--- src/rtl/ks_pkg.sv ---
// Shared definitions for the Kogge-Stone adder front-end and wrapper.
// Operand width and the operand-loader state encoding live here.
package ks_pkg;

   localparam int KS_WIDTH = 8;

   typedef enum logic [1:0] {
      IDLE    = 2'd0,
      GOT_A   = 2'd1,
      PRESENT = 2'd2
   } ks_load_state_t;

   function automatic logic ks_state_busy(input ks_load_state_t state);
      return (state != IDLE);
   endfunction

endpackage

--- src/rtl/ks_strobe_edge.sv ---
// Strobe rising-edge detector, one pulse per rise, gated by ena; optional
// KS_LOADER_SYNC_EN adds a SYNC_STAGES-deep synchronizer before the edge flop.
module ks_strobe_edge #(
   parameter int SYNC_STAGES = 2
) (
   input  logic clk,
   input  logic rst_n,
   input  logic ena,
   input  logic load_strobe,
   output logic pulse
);

   generate
      if (SYNC_STAGES >= 2 && SYNC_STAGES <= 3) begin : g_edge
         logic w_strobe_s;
         logic r_strobe_d;

`ifdef KS_LOADER_SYNC_EN
         logic [SYNC_STAGES-1:0] r_sync;

         always_ff @(posedge clk or negedge rst_n) begin
            if (!rst_n) begin
               r_sync <= '0;
            end else begin
               r_sync <= {r_sync[SYNC_STAGES-2:0], load_strobe};
            end
         end

         assign w_strobe_s = r_sync[SYNC_STAGES-1];
`else
         assign w_strobe_s = load_strobe;
`endif

         // Delay flop tracks the strobe even while ena is low, so a level
         // that rose during ena=0 never produces a late pulse.
         always_ff @(posedge clk or negedge rst_n) begin
            if (!rst_n) begin
               r_strobe_d <= 1'b0;
            end else begin
               r_strobe_d <= w_strobe_s;
            end
         end

         assign pulse = w_strobe_s & ~r_strobe_d & ena;
      end else begin : g_bad_depth
         assign pulse = 1'b0;
      end
   endgenerate

endmodule

--- src/rtl/ks_operand_loader.sv ---
// Serial A-then-B operand loader feeding the Kogge-Stone adder via valid/ready.
// Optional strobe synchronizer enabled by defining KS_LOADER_SYNC_EN.
module ks_operand_loader
   import ks_pkg::*;
#(
   parameter int WIDTH       = KS_WIDTH,
   parameter int SYNC_STAGES = 2
) (
   input  logic             clk,
   input  logic             rst_n,
   input  logic             ena,
   input  logic [WIDTH-1:0] din,
   input  logic             load_strobe,
   input  logic             clr_overrun,
   output logic [WIDTH-1:0] op_a,
   output logic [WIDTH-1:0] op_b,
   output logic             op_valid,
   input  logic             op_ready,
   output logic             busy,
   output logic             overrun
);

   ks_load_state_t   r_state;
   ks_load_state_t   w_state_nxt;
   logic [WIDTH-1:0] r_op_a;
   logic [WIDTH-1:0] r_op_b;
   logic             r_op_valid;
   logic             r_overrun;
   logic             w_pulse;
   logic             w_load_a;
   logic             w_load_b;
   logic             w_set_ovr;

   ks_strobe_edge #(
      .SYNC_STAGES (SYNC_STAGES)
   ) u_strobe_edge (
      .clk         (clk),
      .rst_n       (rst_n),
      .ena         (ena),
      .load_strobe (load_strobe),
      .pulse       (w_pulse)
   );

   // The handshake in PRESENT is not gated by ena: the adder downstream
   // must always be able to drain a presented pair.
   always_comb begin
      w_state_nxt = r_state;
      w_load_a    = 1'b0;
      w_load_b    = 1'b0;
      w_set_ovr   = 1'b0;
      case (r_state)
         IDLE: begin
            if (w_pulse) begin
               w_load_a    = 1'b1;
               w_state_nxt = GOT_A;
            end
         end
         GOT_A: begin
            if (w_pulse) begin
               w_load_b    = 1'b1;
               w_state_nxt = PRESENT;
            end
         end
         PRESENT: begin
            w_set_ovr = w_pulse;
            if (r_op_valid && op_ready) begin
               w_state_nxt = IDLE;
            end
         end
         default: begin
            w_state_nxt = IDLE;
         end
      endcase
   end

   always_ff @(posedge clk or negedge rst_n) begin
      if (!rst_n) begin
         r_state    <= IDLE;
         r_op_a     <= '0;
         r_op_b     <= '0;
         r_op_valid <= 1'b0;
      end else begin
         r_state    <= w_state_nxt;
         r_op_valid <= (w_state_nxt == PRESENT);
         if (w_load_a) begin
            r_op_a <= din;
         end
         if (w_load_b) begin
            r_op_b <= din;
         end
      end
   end

   // A new overrun takes priority over a clear on the same edge.
   always_ff @(posedge clk or negedge rst_n) begin
      if (!rst_n) begin
         r_overrun <= 1'b0;
      end else if (w_set_ovr) begin
         r_overrun <= 1'b1;
      end else if (clr_overrun) begin
         r_overrun <= 1'b0;
      end
   end

   assign op_a     = r_op_a;
   assign op_b     = r_op_b;
   assign op_valid = r_op_valid;
   assign busy     = ks_state_busy(r_state);
   assign overrun  = r_overrun;

endmodule

--- config.mk ---
export PLATFORM = sky130hd
export DESIGN_NAME = ks_operand_loader
export DESIGN_NICKNAME = d
export VERILOG_FILES = /design/src/rtl/ks_pkg.sv /design/src/rtl/ks_strobe_edge.sv /design/src/rtl/ks_operand_loader.sv
export SDC_FILE = /design/constraint.sdc
export NUM_CORES = 1
export LEC_CHECK = 0
export BUFFER_PORTS_ARGS = -buffer_cell sky130_fd_sc_hd__clkbuf_2
export CAP_MARGIN = 5
export CORE_UTILIZATION = 49
export CTS_CLUSTER_SIZE = 8
export DETAILED_ROUTE_END_ITERATION = 10
export PLACE_DENSITY = 0.8
export SKIP_LAST_GASP = 1
export SYNTH_ARGS = -nofsm -noshare
export SYNTH_HDL_FRONTEND = slang
export SYNTH_SLANG_ARGS = --single-unit
--- constraint.sdc ---
create_clock -name clk -period 2 [get_ports clk]
set_input_delay 0.2 -clock clk [delete_from_list [all_inputs] [get_ports clk]]
set_output_delay 0.2 -clock clk [all_outputs]
set_load 0.02 [all_outputs]
**After elaboration in Yosys (flattened, before gate mapping)**

Cells that the tools add are included.

- Equality and inequality tests: 3
- Mux-type cells: 10
- Bitwise logic cells: 3
- Reduce and logical (&&, ||, !) cells: 4

Operator list:

| operator | count |
|---|---|
| 2-to-1 mux 1 bit | 6 |
| 2-to-1 mux 2 bit | 3 |
| one-hot mux 2 bit (3 select lines) | 1 |
| == test 2 bit (second input constant) | 2 |
| nonzero test 2 bit | 2 |
| AND 1 bit | 2 |
| == test 2 x 1 -> 1 bit (second input constant) | 1 |
| zero test 2 bit | 1 |
| logical AND 1 bit | 1 |
| NOT 1 bit | 1 |

- Bits in registers: 21
- Input bits: 14

**Longest topological paths before layout**

Gate-level depths: netlist of run 1.

- Depth after elaboration: 6
- Gate-level depth with buffers: 4
- Mapped depth without buffers: 3

**By module**

Synthesis of run 1 repeated with hierarchy kept, for this count alone.

- Cells, all modules: 50
- Area, all modules: 809.5 um^2

By module, submodules not included:

| module | instances | cells an instance | area each (um^2) |
|---|---|---|---|
| ks_operand_loader | 1 | 48 | 775.7 |
| ks_strobe_edge | 1 | 2 | 33.8 |

**Worst setup path before layout of run 1**

OpenSTA, ideal clock, no wires.

- Kind: register to register
- Start point: reg r_state[1]
- End point: reg r_op_a[0] (netlist: op_a[0])
- Data arrival time: 1,374 ps
- Path slack: 501 ps
- Stages on the path, launching flop included: 5
- Path buffers: 1
- Clock period less this slack: 1,499 ps
- Cell sequence: dfrtp_1 or2_1 or2_1 buf_6 mux2_4

- Word-level cells in the longest chain between the ends: 2

RTL lines:

| element | RTL line | source |
|---|---|---|
| from (decl) | ks_operand_loader.sv:23 | `ks_load_state_t r_state;` |
| from (signal assigned) | ks_operand_loader.sv:83 | `r_state <= w_state_nxt;` |
| zero test 2 bit | ks_operand_loader.sv:51 | `case (r_state)` |
| 2-to-1 mux 1 bit | ks_operand_loader.sv:51 |  |
| to (signal assigned) | ks_operand_loader.sv:86 | `r_op_a <= din;` |
| to (decl) | ks_operand_loader.sv:25 | `logic [WIDTH-1:0] r_op_a;` |

Every way passes these cells.
A chain may end at the register's enable or synchronous reset.

**Worst setup path after layout of run 1**

- Start point: reg r_state[1]
- End point: reg r_op_a[7] (netlist: op_a[7])

The elaborated chain is that of the path after synthesis.

==> results_dict.tcl, run 1 <==
set metrics [dict create \
    timing.final.crit_share 0.780 \
    tritoncts "yes" \
    rsz0062_at_grt "no" \
    overflow 0 \
    dp_slack_ns 0.438 \
    cts_buffers 3 \
    fin_hold_ws_ns 0.0524 \
    path_max_fanout 8 \
    period_needed_ns 1.56 \
    syn2layout_area_growth_pct 24.4 \
    synth_common_cells "21 x dfrtp_1, 8 x mux2_2, 8 x mux2_4" \
    instances_no_fill 102 \
    finalNetCount 101 \
    grt_pass1_wl_um 2330 \
    synth_warnings 0 \
    leakagePower_nw 0.569 \
    viasPerCell 5.34 \
    start_util 0.543 \
    fill_cells 117 \
    num_vias 545 \
    core_area_mm2 0.00156 \
    placed_cells 97 \
    r2r_start "r_state[1]" \
    yosys-mux-area-fraction 0.249 \
    fin_skew_ns 0.00121 \
    r2r_cells 3 \
    fin_ws_ns 0.440 \
    grt_use_total 0.173 \
    synthSimpleGateAreaFrac 0.0888 \
    holdCritStartpoint "load_strobe" \
    antenna_cells 0 \
    clock_sinks 21 \
    netlist.area_leader.share 0.621 \
    fin_tns_setup_ns 0 \
    hold_path_end "u_strobe_edge.g_edge.r_strobe_d" \
    drc 0 \
    worst_pin_slew_ns 0.520 \
    cts_max_path_buffers 2 \
    finalSetupViolCount 0 \
    place_congestion 0.681 \
    syn_avg_cell_area_um2 16.9 \
    min_path_cells 1 \
    dieArea_mm2 0.00190 \
    antenna_found_initial 0 \
    end_kind "register" \
    antenna_left 0 \
    routedWlPerCell_um 14.3 \
    crit_type "register to register" \
    grt_max_degree 22 \
    regToRegSetupSlack_ns 0.44 \
    finalHoldViolCount 0 \
    slew_headroom 0.653 \
    clock_latency_ns 0.30 \
    start_kind "register" \
    synthXorXnorAreaFrac 0.0104 \
    synthTopCellsByArea "dfrtp_1 62%, mux2_4 14%, mux2_2 11%" \
    ys_types 14 \
    outcome "complete, no violations" \
    die_h_um 43.5 \
    grt_pass1_vias 525 \
    port_buffers 32 \
    path_clk_slew_ns 0.11 \
    drv_cap 0 \
    synth_compound_area_frac 0.0133 \
    synth_top_family_by_area "multiplexers" \
    synth_most_common_cell "dfrtp_1" \
    rows 14 \
    synth.ff_latch_count 21 \
    synthAdderAreaFrac 0 \
    cts-root-buf "clkbuf_4" \
    synth_edf_count 0 \
    holdCritPathClass "primary input to register" \
    worst_ep_arrival_time_ns 1.75 \
    cp.required_ns 2.19 \
    htreeDepth 1 \
    ys.flop_type "dfrtp_1" \
    p_per_area_mw_per_mm2 1560 \
    netlist_area_um2 846 \
    dr.first_iter.drc_count 1 \
    max_freq_mhz 641 \
    synthArstFlopShare 1.00 \
    final_layout_size_suffix_gt1_frac 0.651 \
    slew_violations 0 \
    synth_cells 50 \
    ys_seq_area_frac 0.621 \
    r2r-end "op_a[7]" \
    synth_top_cell_by_area "dfrtp_1" \
    pin_count 33 \
    die_w_um 43.5 \
    routed_wl_um 1450 \
    synth_fp_nets 64 \
    vdd_drop_max_mv 0.808 \
    drt_pass1_iterations 2 \
]
## layout by cell type (no fill, tap or decap), drive strengths merged
| cell type | synthesis | layout |
|---|---|---|
| a21oi | 1 | 1 |
| clkbuf | 0 | 35 |
| clkinv | 0 | 1 |
| dfrtp | 21 | 21 |
| dlygate4sd3 | 0 | 1 |
| inv | 1 | 1 |
| mux2 | 16 | 16 |
| nand3b | 1 | 1 |
| nor2 | 1 | 1 |
| nor3b | 1 | 1 |
| o22ai | 1 | 1 |
| or2 | 4 | 4 |
| or2b | 1 | 1 |
| xor2 | 1 | 1 |
## flip-flops by register name, summed over array words and instances, names as in the netlist
register,flops
op_a,8
op_b,8
r_state,2
op_valid,1
overrun,1
u_strobe_edge.g_edge.r_strobe_d,1
## stage by stage
| stage | total power, mW | cell area, µm² | util |
|---|---|---|---|
| floorplan | 1.21 | 846 | - |
| global placement | 1.43 | 1010 | 0.651 |
| detailed placement | 1.46 | 1010 | 0.651 |
| CTS | 1.66 | 1050 | 0.675 |
| global route | 1.72 | 1050 | 0.675 |
| finish | 1.64 | 1050 | 0.675 |
## cell families after synthesis
group / Yosys count
flops: 21
mux: 16
simple gates: 8
compound gates: 2
buf+inv: 2
xor+xnor: 1
## metal layers
layer / share of wire / up-vias / wire length [µm] / GRT usage
li1: - / 244 / - / -
met1: 0.39 / 284 / 569 / 0.202
met2: 0.56 / 15 / 820 / 0.296
met3: 0.034 / 2 / 50 / 0.0250
met4: 0.0096 / 0 / 14 / 0.113
met5: 0 / - / 0 / 0
## critical path, stage by stage, from the launching register on
cell	delay, ns
dfrtp_1	0.45
or2_1	0.24
or2_1	0.40
mux2_4	0.37
## where the power goes
group          switching (mW)  internal (mW)
clock                   0.123         0.0745
combinational           0.385          0.335
sequential              0.114          0.609
total                   0.622           1.02
## cell type report
class / instances / area (µm²) / share of cell area
Clock inverter: 1 / 5.00 / 0.00476
Clock buffer: 3 / 22.5 / 0.0214
Timing Repair Buffer: 33 / 170 / 0.162
Multi-Input combinational cell: 27 / 305 / 0.290
Tap cell: 16 / 20.0 / 0.0190
Sequential cell: 21 / 526 / 0.499
Inverter: 1 / 3.75 / 0.00357
## how the worst max path moves through the flow
stage	end	cells past startpoint	from	slack (ns)
after floorplan	op_a[0]	4	r_state[1]	0.50
after global placement	op_b[3]	3	u_strobe_edge.g_edge.r_strobe_d	0.50
after global routing	op_b[1]	3	u_strobe_edge.g_edge.r_strobe_d	0.38
after detailed placement	op_b[5]	3	u_strobe_edge.g_edge.r_strobe_d	0.44
final	op_a[7]	3	r_state[1]	0.44
after CTS	op_b[5]	3	u_strobe_edge.g_edge.r_strobe_d	0.43
## timing repair
action                                 in CTS  in global routing
setup buffers                               0                  0
endpoints found under the hold margin      21                  0
resized for setup                           0                  0
setup endpoints to repair                   0                  0
hold buffers                                1                  0
Note: power is estimated with default switching activity, not from simulation.
==> inputs of run 2 (changes only) <==
--- a/config.mk
+++ b/config.mk
@@ -7,10 +7,10 @@
 export LEC_CHECK = 0
 export BUFFER_PORTS_ARGS = -buffer_cell sky130_fd_sc_hd__clkbuf_2
 export CAP_MARGIN = 5
-export CORE_UTILIZATION = 49
+export CORE_UTILIZATION = 46
 export CTS_CLUSTER_SIZE = 8
 export DETAILED_ROUTE_END_ITERATION = 10
-export PLACE_DENSITY = 0.8
+export PLACE_DENSITY = 0.76
 export SKIP_LAST_GASP = 1
 export SYNTH_ARGS = -nofsm -noshare
 export SYNTH_HDL_FRONTEND = slang
==> constraint.sdc (replaced) <==
create_clock -name clk -period 1.5 [get_ports clk]
set_input_delay 0.15 -clock clk [delete_from_list [all_inputs] [get_ports clk]]
set_output_delay 0.15 -clock clk [all_outputs]
set_load 0.02 [all_outputs]
==> run 2 against run 1 <==
Combinational power rose by 42%; via count decreased by 2.0%; clock power is 32% higher; count of clock-buffer cells in the layout is 1 higher; largest cell class unchanged; highest routed layer unchanged.
==> results_dict.tcl, run 2 (same netlist as run 1, synthesis figures left out) <==
set metrics [dict create \
    core_area_mm2 0.00173 \
    pin_count 33 \
    holdCritPathClass "primary input to register" \
    rsz0062_at_grt "no" \
    start_util 0.490 \
    die_h_um 44.9 \
    worst_pin_slew_ns 0.510 \
    viasPerCell 4.64 \
    syn2layout_area_growth_pct 30.9 \
    overflow 0 \
    routedWlPerCell_um 13.0 \
    worst_ep_arrival_time_ns 1.63 \
    routed_wl_um 1490 \
    antenna_cells 0 \
    num_vias 534 \
    grt_use_total 0.181 \
    clock_latency_ns 0.30 \
    clock_sinks 21 \
    end_kind "register" \
    finalSetupViolCount 0 \
    tritoncts "yes" \
    grt_pass1_wl_um 2450 \
    p_total_mw 2.23 \
    htreeDepth 1 \
    r2r_start "u_strobe_edge.g_edge.r_strobe_d" \
    drt_pass1_iterations 3 \
    place_hpwl_um 1150 \
    finalNetCount 105 \
    finalHoldViolCount 0 \
    path_clk_slew_ns 0.10 \
    most-common-layout-cells "31 x clkbuf_2, 21 x dfrtp_1, 8 x mux2_2, 8 x mux2_4, 3 x clkbuf_4" \
    cts-root-buf "clkbuf_4" \
    vdd_drop_max_mv 1.18 \
    drc 0 \
    timing.final.crit_share 0.960 \
    p_per_area_mw_per_mm2 2010 \
    slew_headroom 0.660 \
    antenna_left 0 \
    grt_pass1_vias 570 \
    layout_commonest_cell "clkbuf_2" \
    crit_start "load_strobe" \
    period_needed_ns 1.44 \
    die_w_um 44.9 \
    antenna_found_initial 0 \
    slew_violations 0 \
    holdCritStartpoint "clr_overrun" \
    rows 15 \
    crit_type "primary input to register" \
    cp.required_ns 1.69 \
    grt_max_degree 22 \
    max_freq_mhz 695 \
    cts_buffers 3 \
    path_max_fanout 5 \
    final_layout_size_suffix_gt1_frac 0.656 \
    fin_skew_ns 0.00127 \
    drv_cap 0 \
    cts_setup_buffers 0 \
    leakagePower_nw 0.590 \
    dr.first_iter.drc_count 1 \
    place_congestion 0.644 \
    placed_cell_area_mm2 0.00106 \
    dieArea_mm2 0.00201 \
    cts_max_path_buffers 2 \
    port_buffers 32 \
    start_kind "primary input" \
    design_area_mm2 0.00111 \
    outcome "complete, no violations" \
]
[run 2: cell count changes in the layout (fill, tap and decap cells not counted)]
| cell | delta |
|---|---|
| or2_1 | -1 |
| dlygate4sd3_1 | +1 |
| clkbuf_1 | +1 |
| buf_6 | +2 |
| or2_4 | +1 |
| clkinv_2 | -1 |
| buf_4 | +2 |
| clkbuf_2 | -1 |
[run 2: report_power, final]
part | switching [mW] | internal, mW | leakage (nW)
Clock | 0.156 | 0.104 | 0.0150
Sequential | 0.134 | 0.812 | 0.258
Combinational | 0.539 | 0.482 | 0.318
Total | 0.829 | 1.40 | 0.590
[run 2: path summary, 6_finish.rpt]
path	endpoint	slack (ns)	depth (start not counted)
worst max-delay path	op_b[2]	0.06	5
worst min-delay path	overrun	0.04	2
worst max register to register	op_b[2]	0.08	4
worst min register to register	op_b[4]	0.51	1
max in group asynchronous	op_a[6]	0.82	2
min in group asynchronous	r_state[0]	0.34	2
[run 2: final cells by class]
type	count	area, µm²
tap	25	31.3
multi-input combinational	27	308
fill	144	619
inverter	1	3.75
clock buffer	4	26.3
timing repair buffer	37	213
sequential	21	526
[run 2: repair_timing]
action | CTS | global route
gates cloned | 0 | 0
gates resized for setup | 1 | 2
hold buffers | 2 | 0
setup endpoints to repair | 8 | 5
endpoints found under the hold margin | 22 | 0
pin swaps | 0 | 1
[run 2: metrics by stage]
stage / std cells / utilization / setup TNS (ns) / hold slack [ns] / worst slack, ns
after floorplan: 50 / - / 0 / -0.146 / 0.00127
after CTS: 116 / 0.640 / 0 / 0.0270 / 0.0399
after global placement: 110 / 0.612 / 0 / 0.139 / 0.0595
after detailed placement: 110 / 0.612 / -0.0116 / 0.145 / -0.00503
after global routing: 115 / 0.641 / 0 / 0.0270 / 0.0196
final: 115 / 0.641 / 0 / 0.0353 / 0.0604
[run 2: critical path, stage by stage]
cell and delay (ns):
dlygate4sd3_1 0.60, nand3b_4 0.13, nor3b_4 0.26, buf_6 0.16
mux2_2 0.33
[run 2: per-layer routing]
| metal | vias up | global-route usage | share of wire | routed length [µm] |
|---|---|---|---|---|
| met5 | - | 0 | 0 | 0 |
| li1 | 252 | - | - | - |
| met1 | 254 | 0.214 | 0.43 | 644 |
| met4 | 0 | 0.0909 | 0.022 | 33 |
| met3 | 4 | 0.0600 | 0.060 | 89 |
| met2 | 24 | 0.297 | 0.49 | 724 |
==> inputs of run 3 (changes only) <==
--- a/config.mk
+++ b/config.mk
@@ -7,10 +7,11 @@
 export LEC_CHECK = 0
 export BUFFER_PORTS_ARGS = -buffer_cell sky130_fd_sc_hd__clkbuf_2
 export CAP_MARGIN = 5
-export CORE_UTILIZATION = 46
+export CORE_UTILIZATION = 49
 export CTS_CLUSTER_SIZE = 8
 export DETAILED_ROUTE_END_ITERATION = 10
-export PLACE_DENSITY = 0.76
+export PLACE_DENSITY = 0.8
+export SETUP_SLACK_MARGIN = 0.5
 export SKIP_LAST_GASP = 1
 export SYNTH_ARGS = -nofsm -noshare
 export SYNTH_HDL_FRONTEND = slang
==> constraint.sdc (replaced) <==
create_clock -name clk -period 1.7 [get_ports clk]
set_input_delay 0.17 -clock clk [delete_from_list [all_inputs] [get_ports clk]]
set_output_delay 0.17 -clock clk [all_outputs]
set_load 0.02 [all_outputs]
==> run 3 against run 2 <==
The run now ends with DRC left; flip-flop and latch count unchanged; total power decreased by 5.1%; worst hold slack got worse by 0.013 ns; sequential share of layout area decreased by 2.6 points; first-iteration DRC count increased to 7.0 times the previous value; die area decreased by 5.9%; largest cell class unchanged; combinational power about the same; critical endpoint is now op_a[5]; critical path depth decreased by 2; clock power decreased by 8%; routed wire length increased by 14%; register-to-register slack improved by 0.22 ns; via count increased by 5.2%.
==> results_dict.tcl, run 3 (same netlist as run 1, synthesis figures left out) <==
set metrics [dict create \
    clock_latency_ns 0.31 \
    max_freq_mhz 712 \
    tritoncts "yes" \
    antenna_cells 0 \
    layout_commonest_cell "clkbuf_2" \
    routed_wl_um 1700 \
    finalNetCount 110 \
    fin_skew_ns 0.0117 \
    fin_hold_ws_ns 0.0223 \
    regToRegSetupSlack_ns 0.30 \
    crit_type "register to register" \
    slew_violations 0 \
    cts-root-buf "clkbuf_4" \
    htreeDepth 1 \
    routedWlPerCell_um 15.3 \
    clock_sinks 21 \
    slew_headroom 0.661 \
    pin_count 33 \
    holdCritPathClass "primary input to register" \
    dr.first_iter.drc_count 7 \
    cts_max_path_buffers 2 \
    hold_path_end "u_strobe_edge.g_edge.r_strobe_d" \
    r2r_cells 3 \
    rows 14 \
    core_area_mm2 0.00156 \
    worst_pin_slew_ns 0.508 \
    port_buffers 32 \
    antenna_left 0 \
    cp.required_ns 1.89 \
    grt_pass1_wl_um 2850 \
    grt_use_total 0.216 \
    drv_cap 0 \
    worst_ep_arrival_time_ns 1.60 \
    final_layout_size_suffix_gt1_frac 0.705 \
    p_per_area_mw_per_mm2 1810 \
    drt_pass1_iterations 6 \
    dieArea_mm2 0.00190 \
    start_kind "register" \
    viasPerCell 5.06 \
    r2r-end "op_a[5]" \
    grt_max_degree 22 \
    failed_checks "DRC" \
    min_path_cells 1 \
    num_vias 562 \
    path_clk_slew_ns 0.11 \
    vdd_drop_max_mv 0.987 \
    drc 5 \
    die_h_um 43.5 \
    outcome "finished with violations" \
    end_kind "register" \
    most-common-layout-cells "31 x clkbuf_2, 21 x dfrtp_1, 16 x mux2_4" \
    grt_pass1_vias 599 \
    syn2layout_area_growth_pct 38.5 \
    die_w_um 43.5 \
    leakagePower_nw 0.644 \
    period_needed_ns 1.40 \
    fin_tns_setup_ns 0 \
    r2r_start "r_state[1]" \
    place_hpwl_um 1200 \
    finalHoldViolCount 0 \
    path_max_fanout 8 \
    holdCritStartpoint "load_strobe" \
    rsz0062_at_grt "yes" \
    timing.final.crit_share 0.826 \
    start_util 0.543 \
    cts_buffers 3 \
    antenna_found_initial 0 \
    overflow 0 \
    place_congestion 0.628 \
    finalSetupViolCount 0 \
]
run 3: changes by cell type in the layout (fill, tap and decap cells not counted), sizes merged:
cell         previous run  this run
clkinv                  0         1
buf                     4         9
dlygate4sd3             2         1
run 3: power by group:
group / internal [mW] / switching [mW]
logic: 0.540 / 0.495
registers: 0.716 / 0.124
clock network: 0.0879 / 0.152
total: 1.34 / 0.770
run 3: worst max-delay path: stages, from the launching register on:
cell     delay, ns
dfrtp_1       0.40
or2_4         0.26
or2_4         0.32
mux2_4        0.32
run 3: layout make-up:
cell class	count	area (µm²)
clock inverter	1	5.00
multi-input combinational	27	340
clock buffer	3	22.5
sequential	21	526
inverter	1	3.75
fill	101	388
tap	16	20.0
timing repair buffer	42	254
run 3: timing repair:
action / in CTS / in global routing
hold buffers: 1 / 0
pin swaps: 1 / 2
hold endpoints to repair: 21 / 0
gates resized for setup: 9 / 0
setup buffers: 5 / 2
endpoints found under the setup margin: 17 / 19
run 3: routing by layer:
metal	GRT usage	wire, µm
met1	0.265	728
met5	0	0
met3	0.0708	80
met4	0.0938	27
met2	0.349	865
run 3: metrics by stage:
step	cell area [µm²]	worst slack (ns)	std cells	total power [mW]	util
detailed placement	1050	0.159	99	1.76	0.672
global route	1170	0.265	111	2.24	0.751
finish	1170	0.295	111	2.11	0.751
CTS	1160	0.307	109	2.12	0.742
floorplan	863	0.254	50	1.46	-
global placement	1050	0.196	99	1.73	0.672
run 3: how the worst max path moves through the flow:
stage,from,to,slack [ns],cells past startpoint
4_1_cts,u_strobe_edge.g_edge.r_strobe_d,op_b[7],0.31,4
2_1_floorplan,r_state[0],op_a[0],0.25,4
3_5_place_dp,r_state[0],op_a[5],0.16,3
3_3_place_gp,r_state[0],op_a[6],0.20,3
5_1_grt,u_strobe_edge.g_edge.r_strobe_d,op_b[7],0.26,4
6_report,r_state[1],op_a[5],0.30,3
